**src/rtl/ma_result_collector.sv**
```systemverilog
`default_nettype none
// ============================================================================
// Module      : ma_result_collector
// Description : Collects moving-average filter results. Optionally decimates
//               the result strobes, buffers kept samples in a first-word-
//               fall-through FIFO, presents them on a valid/ready stream and
//               tracks dropped samples and the number of stored samples.
// Revision    : 1.0 - initial release
// ============================================================================
module ma_result_collector #(
    parameter int DATA_WIDTH = 16,
    parameter int FIFO_DEPTH = 8,
    parameter int ADDR_WIDTH = 3
) (
    input  logic                  clk,
    input  logic                  rst_n,
    input  logic                  clear,
    input  logic                  in_pulse,
    input  logic [DATA_WIDTH-1:0] in_data,
    input  logic [3:0]            decim,
    output logic                  m_valid,
    output logic [DATA_WIDTH-1:0] m_data,
    input  logic                  m_ready,
    output logic [ADDR_WIDTH:0]   fifo_level,
    output logic                  overflow,
    output logic [15:0]           sample_count
);

    localparam logic [ADDR_WIDTH:0]   c_level_full = FIFO_DEPTH[ADDR_WIDTH:0];
    localparam logic [ADDR_WIDTH:0]   c_level_one  = {{ADDR_WIDTH{1'b0}}, 1'b1};
    localparam logic [ADDR_WIDTH-1:0] c_ptr_one    = {{(ADDR_WIDTH-1){1'b0}}, 1'b1};

    logic [DATA_WIDTH-1:0] r_mem [FIFO_DEPTH];
    logic [ADDR_WIDTH-1:0] r_wr_ptr;
    logic [ADDR_WIDTH-1:0] r_rd_ptr;
    logic [ADDR_WIDTH:0]   r_level;
    logic                  r_overflow;
    logic [15:0]           r_count;
    logic [3:0]            r_dcnt;

    logic w_select;
    logic w_full;
    logic w_pop;
    logic w_push;
    logic w_drop;

    // Decimation, FIFO handshake and drop decisions for the current cycle.
    always_comb begin
        w_select = in_pulse && (r_dcnt >= decim);
        w_full   = (r_level == c_level_full);
        w_pop    = (r_level != '0) && m_ready;
        // A full FIFO still accepts a sample when the head leaves in the same cycle.
        w_push   = w_select && (!w_full || w_pop);
        w_drop   = w_select && w_full && !w_pop;
    end

    assign m_valid      = (r_level != '0);
    assign m_data       = r_mem[r_rd_ptr];
    assign fifo_level   = r_level;
    assign overflow     = r_overflow;
    assign sample_count = r_count;

    // Control state: pointers, occupancy, statistics and decimation counter.
    always_ff @(posedge clk or negedge rst_n) begin
        if (!rst_n) begin
            r_wr_ptr   <= '0;
            r_rd_ptr   <= '0;
            r_level    <= '0;
            r_overflow <= 1'b0;
            r_count    <= '0;
            r_dcnt     <= '0;
        end else if (clear) begin
            // Flush wins over any strobe or pop arriving in the same cycle.
            r_wr_ptr   <= '0;
            r_rd_ptr   <= '0;
            r_level    <= '0;
            r_overflow <= 1'b0;
            r_count    <= '0;
            r_dcnt     <= '0;
        end else begin
            if (in_pulse) begin
                r_dcnt <= w_select ? 4'd0 : r_dcnt + 4'd1;
            end
            if (w_push) begin
                r_wr_ptr <= r_wr_ptr + c_ptr_one;
                if (r_count != 16'hFFFF) begin
                    r_count <= r_count + 16'd1;
                end
            end
            if (w_pop) begin
                r_rd_ptr <= r_rd_ptr + c_ptr_one;
            end
            if (w_push && !w_pop) begin
                r_level <= r_level + c_level_one;
            end else if (w_pop && !w_push) begin
                r_level <= r_level - c_level_one;
            end
            if (w_drop) begin
                r_overflow <= 1'b1;
            end
        end
    end

    // Sample storage; cleared on reset so the head word reads zero afterwards.
    always_ff @(posedge clk or negedge rst_n) begin
        if (!rst_n) begin
            for (int i = 0; i < FIFO_DEPTH; i++) begin
                r_mem[i] <= '0;
            end
        end else if (!clear && w_push) begin
            r_mem[r_wr_ptr] <= in_data;
        end
    end

endmodule
`default_nettype wire

```
**config.mk**
```make
export PLATFORM = sky130hd
export DESIGN_NAME = ma_result_collector
export DESIGN_NICKNAME = d
export VERILOG_FILES = /design/src/rtl/ma_result_collector.sv
export SDC_FILE = /design/constraint.sdc
export NUM_CORES = 1
export LEC_CHECK = 0
export BUFFER_PORTS_ARGS = -buffer_cell sky130_fd_sc_hd__buf_4
export CAP_MARGIN = 20
export CORE_MARGIN = 10
export CORE_UTILIZATION = 54
export CTS_CLUSTER_SIZE = 30
export DETAILED_ROUTE_END_ITERATION = 8
export GPL_ROUTABILITY_DRIVEN = 0
export PLACE_DENSITY = 0.82
export SETUP_SLACK_MARGIN = 0.5
export SYNTH_ARGS = -nofsm -noshare
export SYNTH_HDL_FRONTEND = slang
export SYNTH_SLANG_ARGS = --single-unit
```
**constraint.sdc**
```tcl
create_clock -name clk -period 2.85 [get_ports clk]
set_input_delay 0 -clock clk [delete_from_list [all_inputs] [get_ports clk]]
set_output_delay 0 -clock clk [all_outputs]
set_load 0.03 [all_outputs]
```
==> impl_metrics.sql, run 1 <==
INSERT INTO impl_metrics (metric_group, metric, value, unit) VALUES
('run_status', 'outcome', 'finished, final reports clean', ''),
('synth', 'portion_of_the_post_synthesis_area_used_by_sequential_elements', '0.507', ''),
('sta', 'slew_violations', '0', ''),
('setup_path', 'timing.setup.critical_path_class', 'reg2reg', ''),
('setup_path', 'critical_path_arrival', '2.92', 'ns'),
('cts', 'clock-root-buffer', 'sky130_fd_sc_hd__clkbuf_16', ''),
('route', 'number_of_vias_in_the_routed_layout', '5339', ''),
('floorplan', 'io_pins', '63', ''),
('setup_path', 'crit_required', '3.20', 'ns'),
('synth', 'synth-async-reset-ratio', '1.00', ''),
('route', 'route.detailed.wl_per_inst', '26.3', 'um'),
('synth', 'synth.top_cell.area_share', '0.507', ''),
('global_route', 'antenna_violations_before_repair', '0', ''),
('sta', 'slew-limit-headroom', '0.459', ''),
('floorplan', 'die_width', '141', 'um'),
('power_and_ir_drop', 'worst_vdd_rail_ir_drop', '0.502', 'mV'),
('setup_path', 'reg2reg_slack', '0.28', 'ns'),
('synth', 'dominantRegCellSynth', 'sky130_fd_sc_hd__dfrtp_1', ''),
('cts', 'clockBufferDepth', '2', ''),
('global_route', 'grt_use_total', '0.186', ''),
('sta', 'worstMarginPinSlew', '0.812', 'ns'),
('cells_and_area', 'fin_area', '10600', 'um2'),
('global_route', 'global_route_wire_length_before_repair', '29500', 'um'),
('cts', 'cts.htree.levels', '4', ''),
('place', 'postPlaceCellArea', '8530', 'um2'),
('synth', 'syn_area_per_cell', '14.5', 'um2'),
('cells_and_area', 'layout-area-overhead-vs-synth', '35.3', '%'),
('power_and_ir_drop', 'total_leakage_power', '5.38', 'nW'),
('synth', 'synthesized_area', '7850', 'um2'),
('run', 'drv.max_cap_violation_count', '0', ''),
('route', 'drt_pre_antenna_iters', '5', ''),
('setup_path', 'worstSetupStartpointType', 'register', ''),
('route', 'topRoutingLayerUsed', 'met4', ''),
('route', 'post-route-drc-count', '0', ''),
('cts', 'cts_inserted_buffers', '17', ''),
('global_route', 'grt_overflow_total', '0', ''),
('cells_and_area', 'final_layout_size_suffix_gt1_frac', '0.555', ''),
('cts', 'clkSlewWorstSetupHoldPaths', '0.06', 'ns'),
('place', 'placed_cells', '765', ''),
('place', 'detailedPlacementHpwl', '10500', 'um'),
('floorplan', 'core_area', '14000', 'um2'),
('synth', 'most_repeated_cell_in_the_gate_level_netlist_after_synthesis', 'sky130_fd_sc_hd__dfrtp_1', ''),
('global_route', 'grt_pass1_vias', '5475', ''),
('sta', 'finClkSkew', '0.0134', 'ns'),
('route', 'vias_per_cell', '6.22', ''),
('synth', 'synth_largest_area_cell', 'sky130_fd_sc_hd__dfrtp_1', ''),
('synth', 'synth.lib_cells_used.distinct', '58', ''),
('place', 'port-buffer-count', '62', ''),
('setup_path', 'crit_path_end_kind', 'register', ''),
('synth', 'ys_top_cells_by_area', 'sky130_fd_sc_hd__dfrtp_1 (51%), sky130_fd_sc_hd__mux2_2 (19%), sky130_fd_sc_hd__mux4_2 (9.2%), sky130_fd_sc_hd__mux2_4 (3.8%), sky130_fd_sc_hd__ha_1 (1.6%)', ''),
('sta', 'timing.final.crit_period', '2.57', 'ns'),
('floorplan', 'fp.dieH', '141', 'um'),
('floorplan', 'rows', '43', ''),
('floorplan', 'initial_standard_cell_utilization_of_the_core', '0.559', ''),
('sta', 'post-route-period-util', '0.901', ''),
('sta', 'finalHoldViolations', '0', ''),
('route', 'wl_met2', '11900', 'um'),
('min_path', 'hold_path_class', 'in2reg', ''),
('cells_and_area', 'design.final.nets', '701', ''),
('cells_and_area', 'final_cell_count_no_fill', '858', ''),
('cts', 'clock-sinks', '159', ''),
('synth', 'synth-edff-count', '0', ''),
('synth', 'ys_warn_count', '0', ''),
('synth', 'postSynthCellCount', '540', ''),
('global_route', 'grt_max_degree', '85', ''),
('route', 'route.met3.wl', '1160', 'um'),
('route', 'postRouteAntennaNets', '0', ''),
('synth', 'syn_nets', '576', ''),
('sta', 'tns', '0', 'ns'),
('sta', 'final-setup-viol-count', '0', ''),
('cells_and_area', 'fin_util', '0.756', '');
## worst max-delay path, cell delays in order, from the launching register on
cell and delay [ns]:
sky130_fd_sc_hd__dfrtp_1 0.37, sky130_fd_sc_hd__inv_2 0.06, sky130_fd_sc_hd__ha_4 0.25, sky130_fd_sc_hd__nand2b_4 0.11
sky130_fd_sc_hd__a2111oi_4 0.07, sky130_fd_sc_hd__buf_4 0.14, sky130_fd_sc_hd__buf_6 0.10, sky130_fd_sc_hd__buf_6 0.12
sky130_fd_sc_hd__or3_2 0.56, sky130_fd_sc_hd__or4_1 0.54, sky130_fd_sc_hd__a21oi_1 0.15
## layout by cell type, fill, tap and decap left out, types with 3 or more instances in the layout
cell | synthesis | final
sky130_fd_sc_hd__buf_12 | 0 | 14
sky130_fd_sc_hd__nor2_1 | 21 | 21
sky130_fd_sc_hd__dlygate4sd3_1 | 0 | 19
sky130_fd_sc_hd__mux2_2 | 131 | 20
sky130_fd_sc_hd__dfrtp_1 | 159 | 158
sky130_fd_sc_hd__inv_1 | 9 | 7
sky130_fd_sc_hd__and2_1 | 3 | 3
sky130_fd_sc_hd__ha_1 | 10 | 8
sky130_fd_sc_hd__xnor2_1 | 3 | 3
sky130_fd_sc_hd__nand4b_4 | 1 | 3
sky130_fd_sc_hd__clkinv_4 | 0 | 3
sky130_fd_sc_hd__clkinvlp_4 | 0 | 3
sky130_fd_sc_hd__nand4_4 | 1 | 3
sky130_fd_sc_hd__nand2_1 | 14 | 13
sky130_fd_sc_hd__mux4_2 | 32 | 32
sky130_fd_sc_hd__mux2_4 | 20 | 131
sky130_fd_sc_hd__nand3_1 | 11 | 11
sky130_fd_sc_hd__a21oi_2 | 0 | 6
sky130_fd_sc_hd__or3_1 | 4 | 4
sky130_fd_sc_hd__clkbuf_16 | 0 | 24
sky130_fd_sc_hd__nor2b_1 | 6 | 6
sky130_fd_sc_hd__a21oi_1 | 19 | 13
sky130_fd_sc_hd__bufinv_16 | 0 | 5
sky130_fd_sc_hd__o21ai_0 | 6 | 6
sky130_fd_sc_hd__buf_4 | 5 | 82
sky130_fd_sc_hd__and3_1 | 5 | 5
sky130_fd_sc_hd__buf_6 | 4 | 9
sky130_fd_sc_hd__or4_4 | 1 | 6
sky130_fd_sc_hd__or3_4 | 2 | 3
## state kept, by name, summed over array words and instances (netlist names)
| signal | flops |
|---|---|
| fifo_level | 4 |
| overflow | 1 |
| r_dcnt | 4 |
| r_mem | 128 |
| r_rd_ptr | 3 |
| r_wr_ptr | 3 |
| sample_count | 16 |
## repair_timing
| action | 4_1_cts | 5_1_grt |
|---|---|---|
| pin swaps | 2 | 12 |
| gates resized for setup | 19 | 145 |
| hold buffers | 19 | 0 |
| cloned | 3 | 8 |
| endpoints found under the hold margin | 213 | 0 |
| setup endpoints to repair | 137 | 154 |
| setup buffers | 17 | 14 |
## power by group
part / switching [W] / total (W) / internal (W) / leakage, nW
combinational: 0.00102 / 0.00201 / 0.000989 / 2.88
sequential: 0.000160 / 0.00257 / 0.00241 / 2.19
clock: 0.000956 / 0.00256 / 0.00161 / 0.313
## routing by layer
metal,vias to the layer above,global-route usage
li1,2255,-
met1,2859,0.228
met2,184,0.318
met3,41,0.0429
met4,0,0.0592
met5,-,0
## through the flow
step | hold slack, ns | worst slack (ns) | total power [W]
floorplan | -0.296 | 0.138 | 0.00380
global placement | 0.0959 | 0.367 | 0.00434
detailed placement | 0.105 | 0.306 | 0.00438
CTS | 0.00494 | 0.336 | 0.00695
global route | 0.0298 | 0.201 | 0.00738
finish | 0.0253 | 0.282 | 0.00714
## cell type report
cell class	instances	area (um2)
multi-input combinational	344	4280
sequential	159	3980
timing repair buffer	134	1430
clock inverter	12	208
fill	761	3430
inverter	9	33.8
tap	180	225
clock buffer	20	457
## logic make-up after synthesis
| group | count (synthesis) | share of synthesized area |
|---|---|---|
| XOR/XNOR | 6 | 0.00765 |
| buffers and inverters | 39 | 0.0287 |
| multiplexers | 185 | 0.321 |
| flip-flops | 159 | 0.507 |
| AO/OA/AOI/OAI | 40 | 0.0336 |
| adder cells (fa/ha/maj) | 11 | 0.0185 |
| AND/OR/NAND/NOR | 100 | 0.0839 |
## worst paths after layout
kind	from	end	cells after the start
min	clear	sample_count[2]	2
min reg2reg	r_mem[18]	r_mem[18]	1
max reg2reg	r_dcnt[0]	sample_count[7]	10
max in group asynchronous	rst_n	r_mem[66]	3
max	r_dcnt[0]	sample_count[7]	10
min in group asynchronous	rst_n	sample_count[4]	2
(Power assumes the default switching activity.)
==> run 2, diff against run 1 <==
--- a/config.mk
+++ b/config.mk
@@ -8,11 +8,11 @@
 export BUFFER_PORTS_ARGS = -buffer_cell sky130_fd_sc_hd__buf_4
 export CAP_MARGIN = 20
 export CORE_MARGIN = 10
-export CORE_UTILIZATION = 54
+export CORE_UTILIZATION = 64
 export CTS_CLUSTER_SIZE = 30
 export DETAILED_ROUTE_END_ITERATION = 8
 export GPL_ROUTABILITY_DRIVEN = 0
-export PLACE_DENSITY = 0.82
+export PLACE_DENSITY = 0.9
 export SETUP_SLACK_MARGIN = 0.5
 export SYNTH_ARGS = -nofsm -noshare
 export SYNTH_HDL_FRONTEND = slang
==> constraint.sdc (replaced) <==
create_clock -name clk -period 3.1 [get_ports clk]
set_input_delay 0 -clock clk [delete_from_list [all_inputs] [get_ports clk]]
set_output_delay 0 -clock clk [all_outputs]
set_load 0.03 [all_outputs]
==> run 2 against run 1 <==
  * Global-route usage is 3.4 points higher
  * Wire length is 22% lower
  * Final area is 13% lower
  * Sequential power is 8% lower
  * Combinational power is 18% lower
  * Critical path type unchanged
  * Largest cell class is now flip-flops and latches
  * Largest power group unchanged
==> impl_metrics.sql, run 2 (same netlist as run 1, synthesis figures left out) <==
INSERT INTO impl_metrics (metric_group, metric, value, unit) VALUES
('run_status', 'outcome', 'finished, final reports clean', ''),
('setup_path', 'critPathTopFamily', 'compound AO/OA/AOI/OAI gates', ''),
('route', 'wl', '17600', 'um'),
('setup_path', 'critical_path.max_fanout', '3', ''),
('sta', 'slew-limit-headroom', '0.332', ''),
('cells_and_area', 'design.final.nets', '660', ''),
('global_route', 'global_route_wire_length_before_repair', '28900', 'um'),
('sta', 'fmax', '399', 'MHz'),
('sta', 'fin_worst_hold_slack', '0.201', 'ns'),
('cts', 'clock-sinks', '159', ''),
('min_path', 'hold_path_class', 'in2async', ''),
('route', 'route.detailed.wl_per_inst', '22.5', 'um'),
('place', 'port-buffer-count', '62', ''),
('setup_path', 'worst_path_largest_cell_delay', '0.38', 'ns'),
('setup_path', 'critical_path_arrival', '2.81', 'ns'),
('setup_path', 'crit_path_end_kind', 'register', ''),
('global_route', 'grt_max_degree', '86', ''),
('cts', 'cts_inserted_buffers', '17', ''),
('sta', 'final-setup-viol-count', '0', ''),
('cells_and_area', 'fin_util', '0.773', ''),
('place', 'detailedPlacementHpwl', '10600', 'um'),
('setup_path', 'timing.setup.critical_path_class', 'reg2reg', ''),
('sta', 'finClkSkew', '0.0127', 'ns'),
('cts', 'clkSlewWorstSetupHoldPaths', '0.06', 'ns'),
('sta', 'post-route-period-util', '0.809', ''),
('setup_path', 'timing.critical_path.cells', 'inv_1 > ha_1 > nand2b_4 > a2111oi_4 > nor3_4 > nand2_4 > ha_4 > a21o_1 > a21oi_2 > nor2_1 > mux2i_1 > mux2_2', ''),
('cts', 'tritoncts_clock_tree', 'built', ''),
('cells_and_area', 'final_layout_size_suffix_gt1_frac', '0.488', ''),
('sta', 'timing.final.crit_period', '2.51', 'ns'),
('cells_and_area', 'multi_input_area', '3680', 'um2'),
('global_route', 'antenna_violations_before_repair', '0', ''),
('cells_and_area', 'mostFrequentLayoutCell', 'sky130_fd_sc_hd__dfrtp_1', ''),
('power_and_ir_drop', 'totalPowerFinal', '0.00617', 'W'),
('cts', 'clock-root-buffer', 'sky130_fd_sc_hd__clkbuf_16', ''),
('sta', 'worstMarginPinSlew', '1.00', 'ns'),
('sta', 'grt_setup_unrepaired', 'true', ''),
('cells_and_area', 'layout.cells.most_common_list', 'sky130_fd_sc_hd__dfrtp_1 (158), sky130_fd_sc_hd__mux2_2 (131), sky130_fd_sc_hd__buf_4 (71)', ''),
('global_route', 'grt_pass1_vias', '5538', ''),
('sta', 'slew_violations', '0', ''),
('route', 'post-route-drc-count', '0', ''),
('cells_and_area', 'largest_register', 'r_mem', ''),
('cts', 'cts.htree.levels', '4', ''),
('route', 'vias_per_cell', '6.35', ''),
('power_and_ir_drop', 'total_leakage_power', '4.57', 'nW'),
('cells_and_area', 'layout-area-overhead-vs-synth', '18.4', '%'),
('power_and_ir_drop', 'worst_vdd_rail_ir_drop', '0.503', 'mV'),
('floorplan', 'initial_standard_cell_utilization_of_the_core', '0.653', ''),
('setup_path', 'crit_path_top_delay_cell', 'sky130_fd_sc_hd__a2111oi_4', ''),
('global_route', 'grt_overflow_total', '0', ''),
('cells_and_area', 'largest_reg_flops', '128', ''),
('power_and_ir_drop', 'power_density', '664', 'nW/um2'),
('run', 'drv.max_cap_violation_count', '0', ''),
('route', 'drt_pre_antenna_iters', '4', ''),
('cells_and_area', 'layout_filler_cell_count', '675', ''),
('cts', 'worst_skew_pair.late_latency', '0.43', 'ns'),
('cts', 'clockBufferDepth', '2', ''),
('route', 'postRouteAntennaNets', '0', ''),
('setup_path', 'crit_required', '3.41', 'ns'),
('floorplan', 'rows', '40', ''),
('floorplan', 'fp.dieH', '131', 'um'),
('floorplan', 'core_area', '12000', 'um2'),
('cells_and_area', 'seq_area', '3980', 'um2'),
('floorplan', 'io_pins', '63', ''),
('route', 'number_of_vias_in_the_routed_layout', '4968', ''),
('global_route', 'grt_use_total', '0.220', ''),
('sta', 'finalHoldViolations', '0', ''),
('sta', 'tns', '0', 'ns'),
('route', 'drt_iter0_markers', '388', ''),
('cells_and_area', 'antenna-diode-count', '0', ''),
('setup_path', 'critical_path_buffers_and_inverters', '1', ''),
('setup_path', 'worstSetupStartpointType', 'register', ''),
('floorplan', 'die_area', '17100', 'um2'),
('floorplan', 'die_width', '131', 'um');
run 2: cell count changes in the layout (fill, tap and decap cells not counted), sizes merged:
cell,change
bufinv,-2
or3,-2
clkbuf,-3
inv,-1
clkinvlp,-3
dlygate4sd3,+1
buf,-33
run 2: final cells by class:
cell class | count | share of cell area
Clock buffer | 24 | 0.0540
Clock inverter | 6 | 0.0113
Inverter | 9 | 0.00364
Multi-Input combinational cell | 342 | 0.396
Sequential cell | 159 | 0.429
Tap cell | 147 | 0.0198
Timing Repair Buffer | 95 | 0.0866
run 2: worst register-to-register path, cell delays in order (launching register included):
cell	delay (ns)
sky130_fd_sc_hd__dfrtp_1	0.35
sky130_fd_sc_hd__inv_1	0.06
sky130_fd_sc_hd__ha_1	0.28
sky130_fd_sc_hd__nand2b_4	0.15
sky130_fd_sc_hd__a2111oi_4	0.38
sky130_fd_sc_hd__nor3_4	0.08
sky130_fd_sc_hd__nand2_4	0.09
sky130_fd_sc_hd__ha_4	0.19
sky130_fd_sc_hd__a21o_1	0.16
sky130_fd_sc_hd__a21oi_2	0.12
sky130_fd_sc_hd__nor2_1	0.05
sky130_fd_sc_hd__mux2i_1	0.15
sky130_fd_sc_hd__mux2_2	0.34
run 2: through the flow:
step / instance area (um2) / cells / setup WS, ns
floorplan: 7870 / 540 / 0.388
global placement: 8430 / 728 / 0.523
detailed placement: 8430 / 728 / 0.385
CTS: 9260 / 780 / 0.535
global route: 9290 / 782 / 0.466
finish: 9290 / 782 / 0.593
run 2: power breakdown:
part	switching [W]	total, W	internal (W)
Sequential	0.000155	0.00237	0.00221
Combinational	0.000849	0.00165	0.000798
Clock	0.000789	0.00215	0.00136
run 2: repair_timing:
item | CTS | global route
buffers inserted | 2 | 2
hold buffers | 20 | 0
pin swaps | 1 | 1
resized for setup | 1 | 1
hold endpoints to repair | 216 | 0
endpoints found under the setup margin | 64 | 22
run 2: routing by layer:
layer | GRT usage | wire length (um) | part of all wire
met3 | 0.0528 | 863 | 0.049
met1 | 0.252 | 6870 | 0.39
met5 | 0 | 0 | 0
met2 | 0.386 | 9460 | 0.54
met4 | 0.0942 | 401 | 0.023
run 2: final timing paths:
path / start / end / slack (ns) / cells past startpoint
setup reg to reg: r_dcnt[0] / fifo_level[3] / 0.59 / 12
max in group asynchronous: rst_n / r_mem[11] / 2.02 / 3
min in group clk: decim[2] / overflow / 0.39 / 8
hold reg to reg: overflow / overflow / 0.50 / 2
hold / removal: rst_n / sample_count[8] / 0.20 / 2
setup / recovery: r_dcnt[0] / fifo_level[3] / 0.59 / 12
==> run 3, diff against run 2 <==
--- a/config.mk
+++ b/config.mk
@@ -8,11 +8,11 @@
 export BUFFER_PORTS_ARGS = -buffer_cell sky130_fd_sc_hd__buf_4
 export CAP_MARGIN = 20
 export CORE_MARGIN = 10
-export CORE_UTILIZATION = 64
+export CORE_UTILIZATION = 54
 export CTS_CLUSTER_SIZE = 30
 export DETAILED_ROUTE_END_ITERATION = 8
 export GPL_ROUTABILITY_DRIVEN = 0
-export PLACE_DENSITY = 0.9
+export PLACE_DENSITY = 0.82
 export SETUP_SLACK_MARGIN = 0.5
 export SYNTH_ARGS = -nofsm -noshare
 export SYNTH_HDL_FRONTEND = slang
==> constraint.sdc (replaced) <==
create_clock -name clk -period 2.3 [get_ports clk]
set_input_delay 0 -clock clk [delete_from_list [all_inputs] [get_ports clk]]
set_output_delay 0 -clock clk [all_outputs]
set_load 0.03 [all_outputs]
==> run 3 against run 2 <==
  * The flow now finishes with violations (setup timing)
  * Critical path type unchanged
  * Sequential share of layout area down 5.4 points
  * First-iteration DRC count up 21%
  * Die area up 16%
  * Non-clock buffer count up 49
  * Wire length up 28%
  * Clock-buffer cell count down 6
  * Flip-flop and latch count unchanged
  * Worst hold slack worse by 0.13 ns
==> impl_metrics.sql, run 3 (same netlist as run 1, synthesis figures left out) <==
INSERT INTO impl_metrics (metric_group, metric, value, unit) VALUES
('route', 'postRouteAntennaNets', '0', ''),
('cells_and_area', 'design.final.nets', '712', ''),
('cells_and_area', 'fin_area', '10600', 'um2'),
('place', 'postPlaceCellArea', '9060', 'um2'),
('cts', 'clockBufferDepth', '2', ''),
('route', 'post-route-drc-count', '0', ''),
('global_route', 'antenna_violations_before_repair', '0', ''),
('min_path', 'hold_depth', '4', ''),
('cts', 'worst_skew_pair.late_latency', '0.44', 'ns'),
('place', 'detailedPlacementHpwl', '11600', 'um'),
('cells_and_area', 'final_cell_count_no_fill', '869', ''),
('cts', 'cts.htree.levels', '4', ''),
('sta', 'finClkSkew', '0.00929', 'ns'),
('cells_and_area', 'largest_reg_flops', '128', ''),
('setup_path', 'rr_endpoint', 'fifo_level[3]', ''),
('sta', 'worstMarginPinSlew', '0.651', 'ns'),
('sta', 'slew-limit-headroom', '0.562', ''),
('floorplan', 'core_area', '14000', 'um2'),
('place', 'dpl_worst_slack', '-0.239', 'ns'),
('power_and_ir_drop', 'power_density', '869', 'nW/um2'),
('min_path', 'hold_end', 'r_rd_ptr[1]', ''),
('sta', 'grt_setup_unrepaired', 'true', ''),
('cells_and_area', 'layout.cells.most_common_list', 'sky130_fd_sc_hd__dfrtp_1 (156), sky130_fd_sc_hd__mux2_4 (85), sky130_fd_sc_hd__buf_4 (73)', ''),
('cells_and_area', 'final_layout_size_suffix_gt1_frac', '0.605', ''),
('setup_path', 'timing.setup.critical_path_class', 'reg2reg', ''),
('cells_and_area', 'layout-area-overhead-vs-synth', '35.4', '%'),
('cells_and_area', 'layout_filler_cell_count', '723', ''),
('route', 'number_of_vias_in_the_routed_layout', '5546', ''),
('floorplan', 'die_area', '19800', 'um2'),
('run_status', 'failed_checks', 'setup timing', ''),
('floorplan', 'fp.dieH', '141', 'um'),
('cells_and_area', 'mostFrequentLayoutCell', 'sky130_fd_sc_hd__dfrtp_1', ''),
('place', 'port-buffer-count', '62', ''),
('setup_path', 'crit_path_end_kind', 'register', ''),
('cells_and_area', 'antenna-diode-count', '0', ''),
('sta', 'timing.final.crit_period', '2.56', 'ns'),
('route', 'vias_per_cell', '6.38', ''),
('cts', 'clock-sinks', '159', ''),
('sta', 'layout_setup_ws', '-0.259', 'ns'),
('global_route', 'grt_pass1_vias', '5885', ''),
('min_path', 'hold_path_class', 'in2reg', ''),
('floorplan', 'rows', '43', ''),
('sta', 'finalHoldViolations', '0', ''),
('route', 'route.detailed.wl_per_inst', '25.9', 'um'),
('setup_path', 'worstSetupStartpointType', 'register', ''),
('sta', 'fin_worst_hold_slack', '0.0753', 'ns'),
('sta', 'fmax', '391', 'MHz'),
('setup_path', 'reg2reg_depth', '12', ''),
('global_route', 'grt_max_degree', '64', ''),
('setup_path', 'crit_required', '2.63', 'ns'),
('route', 'drt_pre_antenna_iters', '5', ''),
('setup_path', 'worstReg2RegStart', 'r_dcnt[0]', ''),
('setup_path', 'critical_path.max_fanout', '3', ''),
('setup_path', 'reg2reg_slack', '-0.26', 'ns'),
('cts', 'clkSlewWorstSetupHoldPaths', '0.07', 'ns'),
('sta', 'final-setup-viol-count', '55', ''),
('run_status', 'outcome', 'finished, violations left', ''),
('global_route', 'grt_use_total', '0.219', ''),
('min_path', 'worst_min_path_start', 'm_ready', ''),
('global_route', 'global_route_wire_length_before_repair', '34000', 'um'),
('power_and_ir_drop', 'total_leakage_power', '5.19', 'nW'),
('global_route', 'grt_overflow_total', '0', ''),
('run', 'drv.max_cap_violation_count', '0', ''),
('sta', 'slew_violations', '0', ''),
('floorplan', 'die_width', '141', 'um'),
('cts', 'clock-root-buffer', 'sky130_fd_sc_hd__clkbuf_16', ''),
('route', 'wl', '22500', 'um'),
('cts', 'tritoncts_clock_tree', 'built', ''),
('sta', 'post-route-period-util', '1.11', ''),
('sta', 'tns', '-2.71', 'ns'),
('place', 'placed_cells', '793', ''),
('cells_and_area', 'largest_register', 'r_mem', ''),
('power_and_ir_drop', 'worst_vdd_rail_ir_drop', '0.612', 'mV'),
('floorplan', 'io_pins', '63', ''),
('floorplan', 'initial_standard_cell_utilization_of_the_core', '0.559', ''),
('route', 'drt_iter0_markers', '468', ''),
('setup_path', 'critical_path_arrival', '2.89', 'ns'),
('cts', 'cts_inserted_buffers', '17', '');
-- run 3: changes by cell type in the layout (fill, tap and decap cells not counted), sizes merged --
cell,delta
buf,+50
clkbuf,-6
clkinvlp,+4
inv,+4
or3,+3
bufinv,-2
clkinv,+2
dlygate4sd3,-1
-- run 3: final cells by class --
class	instances	area [um2]	share of cell area
Clock inverter	14	135	0.0127
Tap cell	180	225	0.0212
Sequential cell	159	3980	0.375
Clock buffer	18	439	0.0413
Inverter	9	33.8	0.00318
Timing Repair Buffer	144	1540	0.145
Multi-Input combinational cell	345	4270	0.402
-- run 3: critical path, stage by stage (launching register included) --
cell                        delay (ns)
sky130_fd_sc_hd__dfrtp_1          0.40
sky130_fd_sc_hd__inv_2            0.09
sky130_fd_sc_hd__ha_4             0.20
sky130_fd_sc_hd__nand2b_4         0.14
sky130_fd_sc_hd__a2111oi_4        0.37
sky130_fd_sc_hd__nor3_4           0.08
sky130_fd_sc_hd__nand2_4          0.09
sky130_fd_sc_hd__ha_4             0.20
sky130_fd_sc_hd__a21o_1           0.17
sky130_fd_sc_hd__a21oi_2          0.17
sky130_fd_sc_hd__nor2_1           0.07
sky130_fd_sc_hd__mux2i_1          0.13
sky130_fd_sc_hd__mux2_2           0.34
-- run 3: repair_timing --
action,CTS,global route
cloned,7,0
pin swaps,27,19
endpoints found under the setup margin,170,173
setup buffers,14,4
endpoints found under the hold margin,191,0
hold buffers,19,0
gates resized for setup,89,35
-- run 3: per-layer routing --
metal  vias up  part of all wire  GRT usage
li1       2295                 -          -
met1      2934              0.40      0.266
met2       254              0.51      0.370
met3        63             0.055     0.0490
met4         0             0.027     0.0810
met5         -                 0          0
-- run 3: worst max-delay path by stage --
stage | from | end | slack [ns]
global route | r_dcnt[0] | fifo_level[3] | -0.38
finish | r_dcnt[0] | fifo_level[3] | -0.26
CTS | r_dcnt[0] | fifo_level[3] | -0.20
floorplan | r_dcnt[0] | fifo_level[3] | -0.40
global placement | r_dcnt[0] | fifo_level[3] | -0.11
detailed placement | r_dcnt[0] | fifo_level[3] | -0.24
-- run 3: where the power goes --
part           internal, W  switching, W
registers          0.00298      0.000157
logic              0.00175       0.00158
clock network      0.00153       0.00123
total              0.00626       0.00296
-- run 3: metrics by stage --
step                      utilization  power (W)
after floorplan                     -    0.00484
after global placement          0.645    0.00558
after detailed placement        0.645    0.00565
after CTS                       0.742    0.00906
after global routing            0.756    0.00952
final                           0.756    0.00923
